===== src/rtl/wbu_pkg.sv =====
// ============================================================================
// Module      : wbu_pkg
// Description : Shared definitions for the write-back unit. Holds the
//               LSU->WBU bus layout (field offsets, widths and a packed
//               struct), the WBU state encodings, and the default widths.
//               Packers and unpackers of the bus share this single layout.
// Revision    : 1.0 - initial release
// ============================================================================
`default_nettype none

`ifndef LSU_WBU_BUS_WIDTH
`define LSU_WBU_BUS_WIDTH 119
`endif

package wbu_pkg;

    localparam int C_LSU_WBU_BUS_WIDTH = `LSU_WBU_BUS_WIDTH;
    localparam int C_INSTRET_W         = 64;

    // State encodings
    localparam logic [1:0] C_ST_IDLE   = 2'b00;
    localparam logic [1:0] C_ST_COMMIT = 2'b01;
    localparam logic [1:0] C_ST_HOLD   = 2'b10;
    localparam logic [1:0] C_ST_HALT   = 2'b11;

    typedef enum logic [1:0] {
        ST_IDLE   = C_ST_IDLE,
        ST_COMMIT = C_ST_COMMIT,
        ST_HOLD   = C_ST_HOLD,
        ST_HALT   = C_ST_HALT
    } wbu_state_e;

    // Bus field offsets (LSB positions) and widths, MSB first in the bus
    localparam int C_CSR_WE_BIT    = 118;
    localparam int C_RESULT_LSB    = 86;
    localparam int C_RESULT_W      = 32;
    localparam int C_GR_WE_BIT     = 85;
    localparam int C_RD_LSB        = 80;
    localparam int C_RD_W          = 5;
    localparam int C_CSR_ADDR_LSB  = 68;
    localparam int C_CSR_ADDR_W    = 12;
    localparam int C_CSR_WDATA_LSB = 36;
    localparam int C_CSR_WDATA_W   = 32;
    localparam int C_JMP_FLAG_BIT  = 35;
    localparam int C_JMP_TGT_LSB   = 3;
    localparam int C_JMP_TGT_W     = 32;
    localparam int C_BREAK_BIT     = 2;
    localparam int C_EXCP_BIT      = 1;
    localparam int C_XRET_BIT      = 0;

    typedef struct packed {
        logic        csr_we;
        logic [31:0] final_result;
        logic        gr_we;
        logic [4:0]  rd;
        logic [11:0] csr_addr;
        logic [31:0] csr_wdata;
        logic        jmp_flag;
        logic [31:0] jmp_target;
        logic        brk;
        logic        excp_flush;
        logic        xret_flush;
    } lsu_wbu_bus_t;

endpackage

`default_nettype wire


===== src/rtl/wbu_redirect.sv =====
// ============================================================================
// Module      : wbu_redirect
// Description : Combinational next-PC redirect resolver.
//               Priority: exception > xret > jump. With none of them set the
//               redirect flag and target are both zero.
// Ports       : excp_flush, xret_flush, jmp_flag - redirect causes
//               mtvec, mepc, jmp_target            - candidate targets
//               redirect, target                   - resolved redirect
// Revision    : 1.0 - initial release
// ============================================================================
`default_nettype none

module wbu_redirect
    import wbu_pkg::*;
(
    input  logic        excp_flush,
    input  logic        xret_flush,
    input  logic        jmp_flag,
    input  logic [31:0] mtvec,
    input  logic [31:0] mepc,
    input  logic [31:0] jmp_target,
    output logic        redirect,
    output logic [31:0] target
);

    always_comb begin
        redirect = 1'b0;
        target   = 32'h0;
        if (excp_flush) begin
            redirect = 1'b1;
            target   = mtvec;
        end else if (xret_flush) begin
            redirect = 1'b1;
            target   = mepc;
        end else if (jmp_flag) begin
            redirect = 1'b1;
            target   = jmp_target;
        end
    end

endmodule

`default_nettype wire


===== src/rtl/wbu.sv =====
// ============================================================================
// Module      : wbu
// Description : Write-back / commit stage. Latches the LSU->WBU bus on a
//               one-cycle valid pulse, performs the GPR and CSR writes in a
//               single COMMIT cycle, signals exception entry / xret to the
//               CSR unit, resolves the next-PC redirect and hands a commit
//               token to the IFU with a valid/ready handshake. Also keeps the
//               retired-instruction counter and the sticky ebreak halt flag.
// Ports       : clock, reset (async, active-low)
//               lsu_valid_i, lsu_wbu_bus_i        - input bus + pulse
//               csr_mtvec_i, csr_mepc_i           - trap / return vectors
//               gpr_we_o/waddr_o/wdata_o          - GPR write port
//               csr_we_o/waddr_o/wdata_o          - CSR write port
//               excp_o, xret_o                    - CSR unit strobes
//               pc_redirect_o, pc_target_o        - next-PC redirect
//               valid_o, ifu_ready_i              - commit token handshake
//               halt_o, protocol_err_o            - sticky status flags
//               instret_o                         - retired count
// Options     : WBU_COMMIT_TRACE_EN - when defined, reports every commit
//               and the halt as trace messages for difftest.
// Revision    : 1.0 - initial release
// ============================================================================
`default_nettype none

module wbu
    import wbu_pkg::*;
#(
    parameter int BUS_W     = C_LSU_WBU_BUS_WIDTH,
    parameter int INSTRET_W = C_INSTRET_W
) (
    input  logic                 clock,
    input  logic                 reset,
    input  logic                 lsu_valid_i,
    input  logic [BUS_W-1:0]     lsu_wbu_bus_i,
    input  logic [31:0]          csr_mtvec_i,
    input  logic [31:0]          csr_mepc_i,
    output logic                 gpr_we_o,
    output logic [4:0]           gpr_waddr_o,
    output logic [31:0]          gpr_wdata_o,
    output logic                 csr_we_o,
    output logic [11:0]          csr_waddr_o,
    output logic [31:0]          csr_wdata_o,
    output logic                 excp_o,
    output logic                 xret_o,
    output logic                 pc_redirect_o,
    output logic [31:0]          pc_target_o,
    output logic                 valid_o,
    input  logic                 ifu_ready_i,
    output logic                 halt_o,
    output logic                 protocol_err_o,
    output logic [INSTRET_W-1:0] instret_o
);

    wbu_state_e           r_state;
    lsu_wbu_bus_t         r_bus;
    logic                 r_halt;
    logic                 r_perr;
    logic [INSTRET_W-1:0] r_instret;
    logic                 r_redirect;
    logic [31:0]          r_target;

    logic                 w_commit;
    logic                 w_hold;
    logic                 w_live;
    logic                 w_token;
    logic                 w_redirect;
    logic [31:0]          w_target;

    assign w_commit = (r_state == ST_COMMIT);
    assign w_hold   = (r_state == ST_HOLD);
    assign w_live   = w_commit | w_hold;
    // A token goes out on a non-ebreak commit and stays up through HOLD
    assign w_token  = (w_commit & ~r_bus.brk) | w_hold;

    wbu_redirect u_redirect (
        .excp_flush (r_bus.excp_flush),
        .xret_flush (r_bus.xret_flush),
        .jmp_flag   (r_bus.jmp_flag),
        .mtvec      (csr_mtvec_i),
        .mepc       (csr_mepc_i),
        .jmp_target (r_bus.jmp_target),
        .redirect   (w_redirect),
        .target     (w_target)
    );

    // Bus register: loaded only when a new instruction is accepted, so a
    // pulse arriving while busy leaves the committing instruction intact.
    always_ff @(posedge clock) begin
        if (r_state == ST_IDLE && lsu_valid_i) begin
            r_bus <= lsu_wbu_bus_t'(lsu_wbu_bus_i);
        end
    end

    always_ff @(posedge clock or negedge reset) begin
        if (!reset) begin
            r_state    <= ST_IDLE;
            r_halt     <= 1'b0;
            r_perr     <= 1'b0;
            r_instret  <= '0;
            r_redirect <= 1'b0;
            r_target   <= 32'h0;
        end else begin
            case (r_state)
                ST_IDLE: begin
                    if (lsu_valid_i) begin
                        r_state <= ST_COMMIT;
                    end
                end
                ST_COMMIT: begin
                    r_instret <= r_instret + 1'b1;
                    // mtvec/mepc are sampled here and held for HOLD
                    r_redirect <= w_redirect;
                    r_target   <= w_target;
                    if (lsu_valid_i) begin
                        r_perr <= 1'b1;
                    end
                    if (r_bus.brk) begin
                        r_halt  <= 1'b1;
                        r_state <= ST_HALT;
                    end else if (ifu_ready_i) begin
                        r_state <= ST_IDLE;
                    end else begin
                        r_state <= ST_HOLD;
                    end
                end
                ST_HOLD: begin
                    if (lsu_valid_i) begin
                        r_perr <= 1'b1;
                    end
                    if (ifu_ready_i) begin
                        r_state <= ST_IDLE;
                    end
                end
                ST_HALT: begin
                    r_state <= ST_HALT;
                end
                default: begin
                    r_state <= ST_IDLE;
                end
            endcase
        end
    end

    // Write strobes are single-cycle; address/data stay visible in HOLD.
    assign gpr_we_o    = w_commit & r_bus.gr_we & (r_bus.rd != 5'd0);
    assign gpr_waddr_o = w_live ? r_bus.rd           : 5'd0;
    assign gpr_wdata_o = w_live ? r_bus.final_result : 32'h0;
    assign csr_we_o    = w_commit & r_bus.csr_we;
    assign csr_waddr_o = w_live ? r_bus.csr_addr     : 12'h0;
    assign csr_wdata_o = w_live ? r_bus.csr_wdata    : 32'h0;
    assign excp_o      = w_commit & r_bus.excp_flush;
    assign xret_o      = w_commit & r_bus.xret_flush & ~r_bus.excp_flush;

    assign valid_o       = w_token;
    assign pc_redirect_o = w_hold ? r_redirect : (w_token & w_redirect);
    assign pc_target_o   = w_hold ? r_target   : (w_token ? w_target : 32'h0);

    assign halt_o         = r_halt;
    assign protocol_err_o = r_perr;
    assign instret_o      = r_instret;

`ifdef WBU_COMMIT_TRACE_EN
    always @(posedge clock) begin
        if (reset && w_commit) begin
            $display("wbu_commit instret=%0d gpr_we=%b gpr_waddr=%0d gpr_wdata=%h csr_we=%b csr_waddr=%h csr_wdata=%h redirect=%b target=%h",
                     r_instret, gpr_we_o, gpr_waddr_o, gpr_wdata_o,
                     csr_we_o, csr_waddr_o, csr_wdata_o,
                     pc_redirect_o, pc_target_o);
            if (r_bus.brk) begin
                $display("wbu_halt exit_code=%0d", r_bus.final_result);
            end
        end
    end
`endif

endmodule

`default_nettype wire

===== config.mk =====
export PLATFORM = sky130hd
export DESIGN_NAME = wbu
export DESIGN_NICKNAME = d
export VERILOG_FILES = /design/src/rtl/wbu_pkg.sv /design/src/rtl/wbu_redirect.sv /design/src/rtl/wbu.sv
export SDC_FILE = /design/constraint.sdc
export NUM_CORES = 1
export LEC_CHECK = 0
export ABC_AREA = 1
export CORE_MARGIN = 4
export CORE_UTILIZATION = 40
export CTS_BUF_LIST = sky130_fd_sc_hd__clkbuf_8
export CTS_CLUSTER_DIAMETER = 100
export DETAILED_ROUTE_END_ITERATION = 10
export MAX_ROUTING_LAYER = met4
export PLACE_DENSITY = 0.73
export SETUP_SLACK_MARGIN = 0.5
export SYNTH_ARGS = -nofsm -noshare
export SYNTH_HDL_FRONTEND = slang
export SYNTH_SLANG_ARGS = --single-unit

===== constraint.sdc =====
create_clock -name clock -period 4.7 [get_ports clock]
set_clock_uncertainty 0.2 [all_clocks]
set_input_delay 0.705 -clock clock [delete_from_list [all_inputs] [get_ports clock]]
set_output_delay 0.705 -clock clock [all_outputs]
set_load 0.01 [all_outputs]

Yosys cells after proc, flatten, opt, wreduce, memory -nomap -nowiden --
Index checks and enable logic that the tools add are counted.
Cells by class: $add $sub $neg 1, muxes and demuxes 18, bitwise logic cells 12, reduce and logical (&&, ||, !) cells 7, equality and inequality tests 5
Operators with widths (count):
- 32-bit two-way mux | 7
- 64-bit by 1-bit adder with 64-bit output (second input constant) | 1
- 12-bit two-way mux | 1
- 1-bit bitwise AND | 8
- 2-bit two-way mux | 4
- 2-bit one-hot mux with 4 select lines | 1
- 2-bit AND reduction | 3
- 5-bit two-way mux | 1
- 5-bit nonzero test | 1
- 2-bit equality test (second input constant) | 2
- 1-bit two-way mux | 4
- 2-bit != test (second input constant) | 2
- 2-bit by 1-bit equality test with 1-bit output (second input constant) | 1
- 2-bit logical NOT | 1
- 1-bit NOT | 2
- 1-bit bitwise OR | 2
- 2-bit OR reduction | 1
- 1-bit logical AND | 1
Word-level totals: word-level logic and storage cells 60, bits of input ports 187, output and inout port bits 185, register bits 220

Longest topological paths before layout --
Gate-level depths: netlist (run 1).
word-level depth 5, mapped depth 12, gate-level depth less buffers 11

Cells and area by module --
From an unflattened synthesis (run 1), not the netlist that was laid out.
Second synthesis, totals: cell total of the unflattened synthesis 1371, area total of the unflattened synthesis 11139.4 um^2
By module, submodules not included:
- wbu | area each 10159.7 um^2, instances 1, cells each 1126, seq. area each 6100.9 um^2
- wbu_redirect | area each 979.7 um^2, instances 1, cells each 245, seq. area each 0.0 um^2

Worst setup path after synthesis (run 1) --
No wires, ideal clock.
path type input-to-reg, from input lsu_valid_i, to register r_bus[0] in the netlist's numbering, enable pin, data arrival time 3.043 ns, data required time 4.028 ns, setup time 0.472 ns, buffers on the path 0, stages on the path 2, setup slack 0.985 ns, cell sequence nand2_1 inv_1
On the way: longest elaborated chain between the ends 1
RTL lines:
- start: declaration | RTL line wbu.sv:33 | input logic lsu_valid_i,
- 1-bit logical AND | RTL line wbu.sv:89 | if (r_state == ST_IDLE && lsu_valid_i) begin
- end signal: assignment | RTL line wbu.sv:90 | r_bus <= lsu_wbu_bus_t'(lsu_wbu_bus_i);
- end: declaration | RTL line wbu.sv:55 | lsu_wbu_bus_t r_bus;
Every way passes these cells. A chain may end at the register's enable or synchronous reset.

Final worst setup path (run 1) --
from register r_bus[0] in the netlist's numbering, to output pc_target_o[18]
On the way: longest elaborated chain between the ends 4
RTL lines:
- 32-bit two-way mux | RTL line wbu_redirect.sv:32 | end else if (xret_flush) begin
- 32-bit two-way mux | RTL line wbu_redirect.sv:29 | if (excp_flush) begin
- 32-bit two-way mux (2 in series) | RTL line wbu.sv:156 | assign pc_target_o = w_hold ? r_target : (w_token ? w_target : 32'h0);
- end: declaration | RTL line wbu.sv:46 | output logic [31:0] pc_target_o,
Every way passes these cells.

==> impl_metrics.py, run 1 <==
metrics = {
    "route": {
        "detail-route-antenna-nets": 0,
        "wl_met2_um": 17300,
        "dr_wl_met3_um": 2980,
        "drtIter0Drc": 689,
        "firstDrtPassIters": 6,
        "top_layer": "met4",
        "routedWlPerCell_um": 18.0,
        "wirelength_um": 34700,
        "vias": 9499,
        "met1_length_um": 13000,
        "drc": 0,
        "vias_per_cell": 4.91,
    },
    "critical_path": {
        "start_kind": "flip-flop",
        "crit_fanout": 27,
        "worst_ep_required_time_ns": 3.80,
        "endpoint_kind": "output pin",
        "arrival_ns": 3.00,
        "crit_type": "flip-flop to output pin",
    },
    "place": {
        "hpwl_um": 26500,
        "routabilityCongestion": 0.998,
        "dp_slack_ns": 1.19,
        "io_buffers": 371,
        "place_area_um2": 14600,
    },
    "floorplan": {
        "rows": 59,
        "start_util": 0.405,
        "die_y_um": 170,
        "ios": 372,
        "die_area_um2": 28900,
        "die_x_um": 170,
        "core_um2": 25900,
    },
    "sta": {
        "slew_viol_final": 0,
        "tightestPinTransition_ns": 0.959,
        "min_period_ns": 3.91,
        "slew_headroom": 0.361,
        "post-route-period-util": 0.832,
        "tns_ns": 0,
        "fmax_mhz": 256,
        "rsz0062_at_grt": "false",
        "finalWorstSetupSlack_ns": 0.790,
        "setup_viol": 0,
        "fin_hold_ws_ns": 0.262,
        "hold_viol": 0,
    },
    "synthesis": {
        "synth-edff-count": 119,
        "syn-cell-area_um2": 10500,
        "ys_seq_elements": 220,
        "synth_nets": 1377,
        "synth-main-ff-cell": "edfxtp_1",
        "yosysTopAreaCell": "edfxtp_1",
        "synth_seq_area_share": 0.582,
        "synth_top_area_frac": 0.341,
        "avgSynthCellArea_um2": 8.86,
        "async_flop_share": 0.459,
        "synthTopCellsByArea": "edfxtp_1 (34%), dfrtp_1 (24%), nand2_1 (13%), inv_1 (5.2%), o21ai_0 (4.8%)",
        "ys_types": 31,
        "syn_inst": 1184,
        "yosys_warnings": 0,
    },
    "cells_and_area": {
        "finish.utilization": 0.591,
        "area_growth_pct": 45.9,
        "fin_area_um2": 15300,
        "fillCellCount": 2235,
        "drive_gt1_frac": 0.0690,
        "final_nets": 1760,
    },
    "global_routing": {
        "grt_util_all_layers": 0.242,
        "grt_pass1_wl_um": 52500,
        "grt_max_degree": 75,
        "grt_pass1_vias": 9699,
        "antenna_found_initial": 6,
        "overflow": 0,
    },
    "cts": {
        "clk_pin_slew_ns": 0.06,
        "cts-root-buf": "clkbuf_8",
        "cts_made_buffers": 38,
        "clk_latency_ns": 0.51,
        "cts_sinks": 220,
        "htreeDepth": 2,
        "postCtsSetupBuffers": 0,
        "max-clock-path-buffers": 3,
        "cts_tree": "done",
    },
    "pwr": {
        "irDropWorstVdd_mv": 0.484,
        "powerDensity_nw_per_um2": 485,
        "leakagePower_nw": 6.48,
    },
    "run": {
        "cap_violations": 0,
    },
    "outcome": {
        "outcome": "completed",
    },
    "min_path": {
        "hp-class": "flip-flop to flip-flop",
    },
}
## sequential cells by signal, summed over array words and instances (netlist names)
register	cells
r_bus	119
halt_o	1
r_redirect	1
r_state	2
instret_o	64
protocol_err_o	1
r_target	32
## path summary, 6_finish.rpt
| check | start | to | slack, ns | depth (start not counted) |
|---|---|---|---|---|
| setup / recovery | r_bus[0] | pc_target_o[18] | 0.79 | 7 |
| hold / removal | halt_o | halt_o | 0.26 | 2 |
| setup reg to reg | r_state[1] | instret_o[24] | 2.17 | 11 |
| hold reg to reg | halt_o | halt_o | 0.26 | 2 |
| max in group asynchronous | reset | r_target[2] | 2.88 | 3 |
| min in group asynchronous | reset | instret_o[21] | 0.51 | 2 |
## synthesized netlist by cell type, types with 2 or more instances
cell type	number
nor2_2	17
nand3_1	65
nand3_2	5
nand2_2	4
o21ai_1	3
o21ai_0	101
nor2_1	93
xor2_1	21
buf_1	2
inv_2	6
xnor2_1	23
nor2_4	7
nor3_1	14
a21oi_1	32
nand4_1	13
dfrtp_1	101
inv_1	145
ha_1	6
edfxtp_1	119
buf_2	5
nand3b_1	5
clkbuf_1	35
nand2_1	354
## per-layer routing
| metal | GRT usage | vias to the layer above |
|---|---|---|
| met4 | 0.104 | 0 |
| met1 | 0.278 | 4420 |
| met5 | - | - |
| met2 | 0.401 | 424 |
| li1 | - | 4568 |
| met3 | 0.0641 | 87 |
## critical path, stage by stage, from the launching register on
cell,delay [ns]
edfxtp_1,0.39
inv_1,0.70
buf_4,0.29
nand3_1,0.07
nand2_1,0.11
o21ai_0,0.11
o21ai_0,0.21
clkdlybuf4s50_1,0.60
## final cells by class
class / count / area [um2] / area share
flip-flops and latches: 220 / 6100 / 0.399
repair buffers: 387 / 3830 / 0.250
multi-input cells: 769 / 3640 / 0.238
clock buffers: 46 / 633 / 0.0414
inverters: 151 / 569 / 0.0372
well taps: 335 / 419 / 0.0274
clock inverters: 21 / 90.1 / 0.00589
diodes: 6 / 15.0 / 0.000981
## logic make-up (layout without fill, tap and decap cells)
logic type | count (synthesis) | in the layout | share of synthesized area
fa+ha+maj | 6 | 6 | 0.00716
flops | 220 | 220 | 0.582
xor+xnor | 44 | 44 | 0.0367
simple gates | 579 | 579 | 0.235
compound gates | 140 | 140 | 0.0677
buf+inv | 195 | 605 | 0.0714
other cells | 0 | 6 | 0
## metrics by stage
stage               total power (W)  instances
floorplan                   0.00408       1184
detailed placement          0.00580       1861
global route                0.00791       1935
global placement            0.00575       1861
CTS                         0.00750       1929
finish                      0.00742       1935
## power breakdown
part / switching, W / leakage (nW) / internal (W)
clock: 0.000774 / 0.394 / 0.000885
sequential: 0.000188 / 2.42 / 0.00245
combinational: 0.00169 / 3.66 / 0.00143
## placed cells by master, fill, tap and decap left out, types with 16 or more instances in the layout
| cell type | count |
|---|---|
| clkdlybuf4s50_1 | 370 |
| nand2_1 | 353 |
| inv_1 | 151 |
| edfxtp_1 | 119 |
| o21ai_0 | 101 |
| dfrtp_1 | 101 |
| nor2_1 | 93 |
| nand3_1 | 65 |
| clkbuf_8 | 46 |
| a21oi_1 | 32 |
| xnor2_1 | 23 |
| xor2_1 | 21 |
| nor2_2 | 17 |
| buf_4 | 16 |
## what timing repair did
action,4_1_cts,5_1_grt
resized for setup,0,1
setup endpoints to repair,0,15
endpoints found under the hold margin,38,0
hold buffers,1,0
Power figures use the tool's default switching activity.
==> run 2, diff against run 1 <==
- PLACE_DENSITY: 0.73 -> 0.75
- clock period: 4.7 -> 3.31 ns (I/O delays scaled with it)
==> run 2 against run 1 <==
Effect of this change: critical path depth is 1 higher; largest power group unchanged; combinational power rose by 54%; total power increased by 48%; final cell count up 0.88%; core utilization up 0.88 points; critical path type unchanged.
==> impl_metrics.py, run 2 (synthesis results as in run 1) <==
metrics = {
    "floorplan": {
        "die_y_um": 170,
        "ios": 372,
        "rows": 59,
        "start_util": 0.405,
        "core_um2": 25900,
        "die_x_um": 170,
        "die_area_um2": 28900,
    },
    "cells_and_area": {
        "fin_area_um2": 15500,
        "top_register": "r_bus",
        "largest_register_ffs": 119,
        "drive_gt1_frac": 0.115,
        "area_growth_pct": 48.1,
        "fillCellCount": 2209,
        "final_nets": 1779,
        "final_cell_mix": "nand2_1 (352), clkdlybuf4s50_1 (251), inv_1 (145)",
        "mostFrequentLayoutCell": "nand2_1",
    },
    "sta": {
        "tightestPinTransition_ns": 0.705,
        "rsz0062_at_grt": "false",
        "slew_headroom": 0.530,
        "slew_viol_final": 0,
        "tns_ns": 0,
        "fmax_mhz": 366,
        "setup_viol": 0,
        "min_period_ns": 2.73,
        "hold_viol": 0,
        "post-route-period-util": 0.824,
    },
    "route": {
        "routedWlPerCell_um": 17.8,
        "vias_per_cell": 4.93,
        "drc": 0,
        "drtIter0Drc": 712,
        "detail-route-antenna-nets": 0,
        "firstDrtPassIters": 5,
        "vias": 9625,
        "wirelength_um": 34800,
    },
    "place": {
        "place_area_um2": 14600,
        "routabilityCongestion": 0.914,
        "io_buffers": 371,
        "hpwl_um": 24800,
    },
    "global_routing": {
        "antenna_found_initial": 3,
        "grt_pass1_wl_um": 51800,
        "grt_util_all_layers": 0.236,
        "overflow": 0,
        "grt_pass1_vias": 9559,
        "grt_max_degree": 120,
    },
    "critical_path": {
        "crit_fanout": 16,
        "slowest_stage": "dfrtp_1",
        "crit_family": "buffers and inverters",
        "crit_type": "flip-flop to output pin",
        "start_kind": "flip-flop",
        "worst_ep_required_time_ns": 2.61,
        "critPathBufInv": 4,
        "endpoint_kind": "output pin",
        "path_cells": "inv_2 -> ha_4 -> inv_4 -> nor2_2 -> nand2_2 -> clkbuf_16 -> o21ai_2 -> buf_2",
        "arrival_ns": 2.03,
        "slowest_delay_ns": 0.39,
    },
    "pwr": {
        "powerDensity_nw_per_um2": 707,
        "switchingPower_w": 0.00403,
        "irDropWorstVdd_mv": 0.573,
        "switching_share": 0.367,
        "leakagePower_nw": 7.10,
        "intPower_w": 0.00695,
        "combPwrFrac": 0.438,
        "seq_power_share": 0.339,
        "clkPwrFrac": 0.223,
    },
    "min_path": {
        "hp-class": "flip-flop to flip-flop",
    },
    "outcome": {
        "outcome": "completed",
    },
    "cts": {
        "htreeDepth": 2,
        "clk_latency_ns": 0.52,
        "cts_tree": "done",
        "max-clock-path-buffers": 3,
        "cts_sinks": 220,
        "clk_pin_slew_ns": 0.06,
        "cts_made_buffers": 39,
        "cts-root-buf": "clkbuf_8",
    },
    "run": {
        "cap_violations": 0,
    },
}
## run 2: per-stage QoR
step / hold slack (ns) / cells / power (W) / setup slack (ns) / utilization
detailed placement: 0.253 / 1860 / 0.00831 / 0.447 / 0.563
finish: 0.260 / 1952 / 0.0110 / 0.581 / 0.600
global placement: 0.240 / 1860 / 0.00824 / 0.429 / 0.563
global route: 0.291 / 1952 / 0.0117 / 0.498 / 0.600
CTS: 0.270 / 1943 / 0.0110 / 0.365 / 0.598
floorplan: 0.000909 / 1184 / 0.00580 / 0.304 / -
## run 2: metal layers
| metal | vias to the layer above | global-route usage | routed length (um) |
|---|---|---|---|
| li1 | 4628 | - | - |
| met1 | 4529 | 0.272 | 13300 |
| met2 | 386 | 0.404 | 17600 |
| met3 | 82 | 0.0560 | 2600 |
| met4 | 0 | 0.0885 | 1290 |
| met5 | - | - | 0 |
## run 2: area by class of cell
class	instances	area [um2]	area share
multi-input cells	769	3690	0.238
repair buffers	405	3990	0.257
clock buffers	45	619	0.0399
diodes	3	7.51	0.000483
flip-flops and latches	220	6100	0.393
inverters	151	577	0.0371
clock inverters	24	129	0.00830
well taps	335	419	0.0270
## run 2: final timing paths
kind,to,cells past startpoint,start,slack (ns)
hold reg to reg,halt_o,2,halt_o,0.26
min in group asynchronous,instret_o[22],3,reset,0.38
setup / recovery,pc_target_o[26],8,r_state[1],0.58
hold / removal,halt_o,2,halt_o,0.26
setup reg to reg,instret_o[31],12,r_state[1],1.16
max in group asynchronous,r_target[1],3,reset,2.08
## run 2: power by group through the flow
stage	clock, W	sequential (W)	combinational [W]
3_5_place_dp	0	0.00377	0.00455
2_1_floorplan	0	0.00373	0.00207
3_3_place_gp	0	0.00375	0.00449
5_1_grt	0.00263	0.00377	0.00528
6_report	0.00245	0.00373	0.00481
4_1_cts	0.00250	0.00372	0.00475
## run 2: worst reg2reg max path, delay by kind of cell, from the launching register on
family	cells	cell delay [ns]
adder cells (fa/ha/maj)	1	0.18
buffers and inverters	4	0.41
AND/OR/NAND/NOR	7	0.85
flip-flops	1	0.39
## run 2: what timing repair did
item,CTS,global route
buffers inserted,10,3
pin swaps,1,2
cloned,3,3
hold buffers,1,0
setup endpoints to repair,119,60
hold endpoints to repair,101,0
resized for setup,239,77
